$ cat src/rtl/sr_load_sched.sv
// Round-robin scheduler that serialises dynamic/static register words onto the chip's SEL/MOSI/CLK pins.
// Optional readback of the chip's shift-out (SR_MISO) is built when SR_READBACK_EN is defined.
module sr_load_sched #(
  parameter int DYN_LEN    = 16,
  parameter int STAT_LEN   = 88,
  parameter int GAP_CYCLES = 30
) (
  input  logic                CLK,
  input  logic                RST_N,
  input  logic                DYN_REQ,
  input  logic [DYN_LEN-1:0]  DYN_DATA,
  output logic                DYN_ACK,
  input  logic                STAT_REQ,
  input  logic [STAT_LEN-1:0] STAT_DATA,
  output logic                STAT_ACK,
  output logic                BUSY,
  output logic                DONE,
  output logic                DONE_ID,
  output logic                SR_SEL,
  output logic                SR_MOSI,
  output logic                SR_CLK
`ifdef SR_READBACK_EN
  ,
  input  logic                SR_MISO,
  output logic [STAT_LEN-1:0] RB_DATA,
  output logic                RB_VALID
`endif
);

  localparam int BW = $clog2(STAT_LEN) + 1;
  localparam int GW = (GAP_CYCLES > 0) ? $clog2(GAP_CYCLES + 1) : 1;
  localparam logic [GW-1:0] GAP_END   = GW'(GAP_CYCLES);
  localparam logic [BW-1:0] DYN_LAST  = BW'(DYN_LEN - 1);
  localparam logic [BW-1:0] STAT_LAST = BW'(STAT_LEN - 1);

  if (DYN_LEN > STAT_LEN) begin : g_len_chk
    $error("sr_load_sched: DYN_LEN must not exceed STAT_LEN");
  end

  typedef enum logic [1:0] {S_GAP, S_IDLE, S_SHIFT, S_TAIL} state_t;

  state_t              state, state_n;
  logic [GW-1:0]       gap_cnt, gap_cnt_n;
  logic [BW-1:0]       bit_cnt, bit_cnt_n;
  logic                phase, phase_n;
  logic                tgt, tgt_n;
  logic                last_stat, last_stat_n;
  logic [STAT_LEN-1:0] shreg, shreg_n;
  logic                sel_n, mosi_n, sclk_n, dyn_ack_n, stat_ack_n;
  logic                done_n, done_id_n, busy_n, grant_stat;

  always_ff @(posedge CLK or negedge RST_N) begin
    if (!RST_N) begin
      state     <= S_GAP;
      gap_cnt   <= '0;
      bit_cnt   <= '0;
      phase     <= 1'b0;
      tgt       <= 1'b1;
      last_stat <= 1'b1;
      shreg     <= '0;
      SR_SEL    <= 1'b1;
      SR_MOSI   <= 1'b0;
      SR_CLK    <= 1'b0;
      DYN_ACK   <= 1'b0;
      STAT_ACK  <= 1'b0;
      DONE      <= 1'b0;
      DONE_ID   <= 1'b0;
      BUSY      <= 1'b1;
    end else begin
      state     <= state_n;
      gap_cnt   <= gap_cnt_n;
      bit_cnt   <= bit_cnt_n;
      phase     <= phase_n;
      tgt       <= tgt_n;
      last_stat <= last_stat_n;
      shreg     <= shreg_n;
      SR_SEL    <= sel_n;
      SR_MOSI   <= mosi_n;
      SR_CLK    <= sclk_n;
      DYN_ACK   <= dyn_ack_n;
      STAT_ACK  <= stat_ack_n;
      DONE      <= done_n;
      DONE_ID   <= done_id_n;
      BUSY      <= busy_n;
    end
  end

  always_comb begin
    state_n     = state;
    gap_cnt_n   = gap_cnt;
    bit_cnt_n   = bit_cnt;
    phase_n     = phase;
    tgt_n       = tgt;
    last_stat_n = last_stat;
    shreg_n     = shreg;
    sel_n       = SR_SEL;
    mosi_n      = SR_MOSI;
    sclk_n      = 1'b0;
    dyn_ack_n   = 1'b0;
    stat_ack_n  = 1'b0;
    done_n      = 1'b0;
    done_id_n   = DONE_ID;
    grant_stat  = 1'b0;
    case (state)
      S_GAP: begin
        sel_n  = 1'b1;
        mosi_n = 1'b0;
        if (gap_cnt == GAP_END) state_n = S_IDLE;
        else                    gap_cnt_n = gap_cnt + 1'b1;
      end
      S_IDLE: begin
        if (DYN_REQ || STAT_REQ) begin
          // On contention the side not served last wins.
          grant_stat = STAT_REQ && (!DYN_REQ || !last_stat);
          if (grant_stat) shreg_n = STAT_DATA;
          else begin
            shreg_n = '0;
            shreg_n[STAT_LEN-1 -: DYN_LEN] = DYN_DATA;
          end
          mosi_n      = shreg_n[STAT_LEN-1];
          tgt_n       = grant_stat;
          last_stat_n = grant_stat;
          sel_n       = grant_stat;
          dyn_ack_n   = !grant_stat;
          stat_ack_n  = grant_stat;
          bit_cnt_n   = '0;
          phase_n     = 1'b0;
          state_n     = S_SHIFT;
        end
      end
      S_SHIFT: begin
        if (!phase) begin
          sclk_n  = 1'b1;
          phase_n = 1'b1;
        end else if (bit_cnt == (tgt ? STAT_LAST : DYN_LAST)) begin
          state_n   = S_TAIL;
          mosi_n    = 1'b0;
          done_n    = 1'b1;
          done_id_n = tgt;
        end else begin
          // Rotate rather than shift so every shifter bit is consumed; leftovers are don't-care.
          shreg_n   = {shreg[STAT_LEN-2:0], shreg[STAT_LEN-1]};
          mosi_n    = shreg[STAT_LEN-2];
          bit_cnt_n = bit_cnt + 1'b1;
          phase_n   = 1'b0;
        end
      end
      S_TAIL: begin
        sel_n  = 1'b1;
        mosi_n = 1'b0;
        if (GAP_CYCLES == 0) state_n = S_IDLE;
        else begin
          state_n   = S_GAP;
          gap_cnt_n = GW'(1);
        end
      end
      default: state_n = S_GAP;
    endcase
    busy_n = (state_n != S_IDLE);
  end

`ifdef SR_READBACK_EN
  // Capture on the edge that raises SR_CLK, before the chip shifts its next bit out.
  always_ff @(posedge CLK or negedge RST_N) begin
    if (!RST_N) begin
      RB_DATA  <= '0;
      RB_VALID <= 1'b0;
    end else begin
      RB_VALID <= done_n;
      if (state == S_SHIFT && !phase) RB_DATA <= {RB_DATA[STAT_LEN-2:0], SR_MISO};
    end
  end
`endif

endmodule

$ cat config.mk
export PLATFORM = sky130hd
export DESIGN_NAME = sr_load_sched
export DESIGN_NICKNAME = d
export VERILOG_FILES = /design/src/rtl/sr_load_sched.sv
export SDC_FILE = /design/constraint.sdc
export NUM_CORES = 1
export LEC_CHECK = 0
export CAP_MARGIN = 5
export CORE_ASPECT_RATIO = 0.6
export CORE_UTILIZATION = 35
export DETAILED_ROUTE_END_ITERATION = 12
export GPL_ROUTABILITY_DRIVEN = 1
export GPL_TIMING_DRIVEN = 0
export MAX_ROUTING_LAYER = met4
export PLACE_DENSITY = 0.57
export SLEW_MARGIN = 20
export SYNTH_ARGS = -nofsm -noshare
export SYNTH_HDL_FRONTEND = slang
export SYNTH_SLANG_ARGS = --single-unit
$ cat constraint.sdc
create_clock -name CLK -period 5.86 [get_ports CLK]
set_input_delay 0.879 -clock CLK [delete_from_list [all_inputs] [get_ports CLK]]
set_output_delay 0.879 -clock CLK [all_outputs]
set_load 0.005 [all_outputs]
==> summary.md <==
| Metric | Value |
|---|---|
| Post-synth top area cell | dfrtp_1 |
| Cell mode on critical path | buf_2 |
| Postcts setup bufs | 0 |
| Tmin final | between 2 and 3 ns |
| Mux cell area share after synthesis | under 10% |
| Drc violations | 0 |
| Count of maximum capacitance violations | 0 |
| Status | finished clean |
| Die width | 161.4 um |
| Worst path max stage delay | approximately 0.56 ns |
| Syn Inst Count | between 500 and 600 |
| Compound-Gate Fraction of Synth Area | 24.26% |
| Clock latency on the worst-skew pair | around 0.4 ns |
| RSZ-0062 raised after global routing | no |
| PortBufs | between 100 and 150 |
| Leak | around 0.0031 uW |
| Initial antenna violation count | 0 |
| DRT antenna net count | 0 |
| CTS tree | yes |
| Post-synth top area share | between 50% and 60% |
| Final Instance Area | around 7300 sq um |
| Synthesized area per cell | ~9.5 sq um |
| Worst setup path class | in2reg |
| Reg2reg start | state[0]$_DFF_PN0_ |
| Hold Vio Cnt, Final | 0 |
| Vias in the first global route | ~4,700 |
| Clock sinks | ~110 |
| Post-Route WL | 14,400 um |
| Clk buf depth | 2 |
| Total power | around 3600 uW |
| Final Max Slew Viols | 0 |
| Wire per inst | 15.93 um |
| Power per cell area | between 400 and 500 nW/um^2 |
| Via count | between 4,000 and 5,000 |
| Global route overflow | 0 |
| Post-Synth Adder-Cell Area | around 1.6% |
| Ports | between 100 and 150 |
| Worst-path clk slew | around 0.050 ns |
| Final Cycle Share | 48.42% |
| Simple logic cell fraction of the synthesized area | roughly an eighth |
| Layout area overhead | 37.46% |
| Worst Setup End Kind | register |
| Gr usage total | 20.15% |
| Synth Warn # | 0 |
| Most common cell after layout, fill and taps aside | clkdlybuf4s50_1 |
| Die Span Y | 97.66 um |
| Most frequent cells in the layout | 114 x clkdlybuf4s50_1, 110 x dfrtp_1, 102 x nand2_1 |
| Hold Crit Class | in2async |
| 1st-pass router iterations | 5 |
| Critical path's slowest cell | clkdlybuf4s50_1 |
| CTS H-tree depth | 4 |
| Mapped Area | ~5300 sq um |
| R2R Setup Slk | a little over 3 ns |
| Worst VDD drop | 0.1698 mV |
| Hold-fix buffer count after cts | 0 |
| Die ar. | 15,760 sq um |
| Synth top area cells | dfrtp_1 52%, a22oi_1 10%, nand2_1 7.2%, o21ai_1 5.8%, o21ai_0 4.0% |
| CP Launch Type | input pin |
| F_max | 352.4 MHz |
| FF+latch count, synth | 113 |
| Number of antenna diodes | 0 |
| Worst setup margin | approximately 3 ns |
| Ys flop type | dfrtp_1 |
| Crit-path max FO | 10 |
| Mapped Nets | slightly below 700 |
| Sequential-to-total area share from yosys stat | 53.05% |
| CP startpoint | STAT_REQ |
| Largest family of logic cells by synthesized area | compound AO/OA/AOI/OAI gates |
| Synth unique cells | 41 |
| Pre-CTS setup slack | around 2.6 ns |
| Placed inst area | slightly below 7000 sq um |
| Cell breakdown of the critical path | clkdlybuf4s50_1 > a21boi_0 > buf_2 > and2_1 > buf_2 > clkbuf_1 > a22oi_1 > o21ai_1 |
| Hpwl dp | 10,140 um |
| Initial Utilization | between 30 and 40% |
| Iter 0 DRT Violations | ~520 |
| Relative slew slack | approximately three fifths |
| CTS buffer count | 17 |
| Resize count post-CTS | 0 |
| Synth Area in XOR/XNOR | 0% |
| Clock Skews | 0.01083 ns |
| Reg2reg path depth | 7 |
| Crit path required time | roughly 6.2 ns |
| Fillers | 1,348 |
| First-pass GRT wire length | around 24,000 um |
| Final setup violation count | 0 |
| Async S/R FF share, synth | 100.0% |
| Core Area | about 15,000 sq um |
| Fin nets | 810 |
| Worst slew pin tran | 0.6175 ns |
| Largest net degree at the start of global routing | just under 80 |
| Layout cells sized above 1 | approximately 8% |
| Critical path arrival | around 3.2 ns |
| Number of synthesized flops with an enable pin | 0 |
| Vias per cell | a little over 5 |
| CTS root buffer | clkbuf_16 |
| Std-Cell Rows | 34 |
| Final GP Congestion | between 0.8 and 0.9 |
flip-flops by register name (all words and copies together), names as in the netlist:
signal	cells
gap_cnt	5
DYN_ACK	1
STAT_ACK	1
DONE_ID	1
shreg	88
last_stat	1
BUSY	1
bit_cnt	8
state	2
SR_CLK	1
phase	1
SR_MOSI	1
SR_SEL	1
DONE	1
cell usage after synthesis, types with 2 or more instances:
cell / n
clkbuf_2: 4
a31oi_1: 6
o21ai_0: 43
nand4_1: 4
ha_1: 7
nor3_1: 3
or3_1: 5
and2_1: 4
buf_6: 8
a21oi_1: 21
nor2_1: 25
dfstp_2: 3
o21a_1: 3
nand2b_1: 3
buf_1: 3
inv_1: 8
o21ai_1: 62
buf_2: 8
dfrtp_1: 110
mux2i_1: 17
nand2_1: 102
mux2_2: 2
clkbuf_1: 20
a22oi_1: 72
report_power, final:
part	switching [uW]	internal [uW]
clock network	334	662
logic	888	536
registers	154	1040
through the flow:
stage / utilization [%] / hold slack, ns / instances / TNS, ns
after global routing: 49.99 / 0.3781 / 904 / 0
after floorplan: - / 0.4495 / 560 / 0
after global placement: 45.90 / 0.4635 / 873 / -56.44
after detailed placement: 46.10 / 0.4710 / 874 / 0
after CTS: 49.99 / 0.3670 / 904 / 0
final: 49.99 / 0.3618 / 904 / 0
layout make-up:
class	instances	area (sq um)	area share, %
plain buffers	43	236.5	3.223
clock buffers	24	491.7	6.702
clock inverters	6	80.08	1.091
inverters	8	30.03	0.4093
multi-input cells	396	2240	30.53
flip-flops and latches	113	2831	38.59
well taps	198	247.7	3.377
repair buffers	116	1180	16.08
final timing paths:
check / to
worst min-delay path: shreg[78]$_DFFE_PN0P_
worst max-delay path: shreg[67]$_DFFE_PN0P_
max in group asynchronous: BUSY$_DFF_PN1_
min in group CLK: shreg[44]$_DFFE_PN0P_
worst min register to register: shreg[44]$_DFFE_PN0P_
worst max register to register: shreg[30]$_DFFE_PN0P_
worst max-delay path, delay by kind of cell:
family | cells | cell delay [ns]
and+or+nand+nor | 1 | 0.18
buffers and inverters | 4 | 1.59
AOI/OAI and AO/OA | 3 | 0.51
cell families (layout without fill, tap and decap cells):
kind of cell    count (synthesis)  count (layout)
compound gates                215             215
fa+ha+maj                       7               7
buf+inv                        51             197
flops                         113             113
mux                            19              19
simple gates                  155             155
routing by layer:
layer / up-vias / track usage (%) / wire length, um
met5: - / - / 0
met4: 0 / 5.225 / 79
li1: 2277 / - / -
met1: 2262 / 30.27 / 7492
met3: 9 / 4.268 / 645
met2: 129 / 27.02 / 6182
No activity file was read; power rests on OpenSTA's default activity.
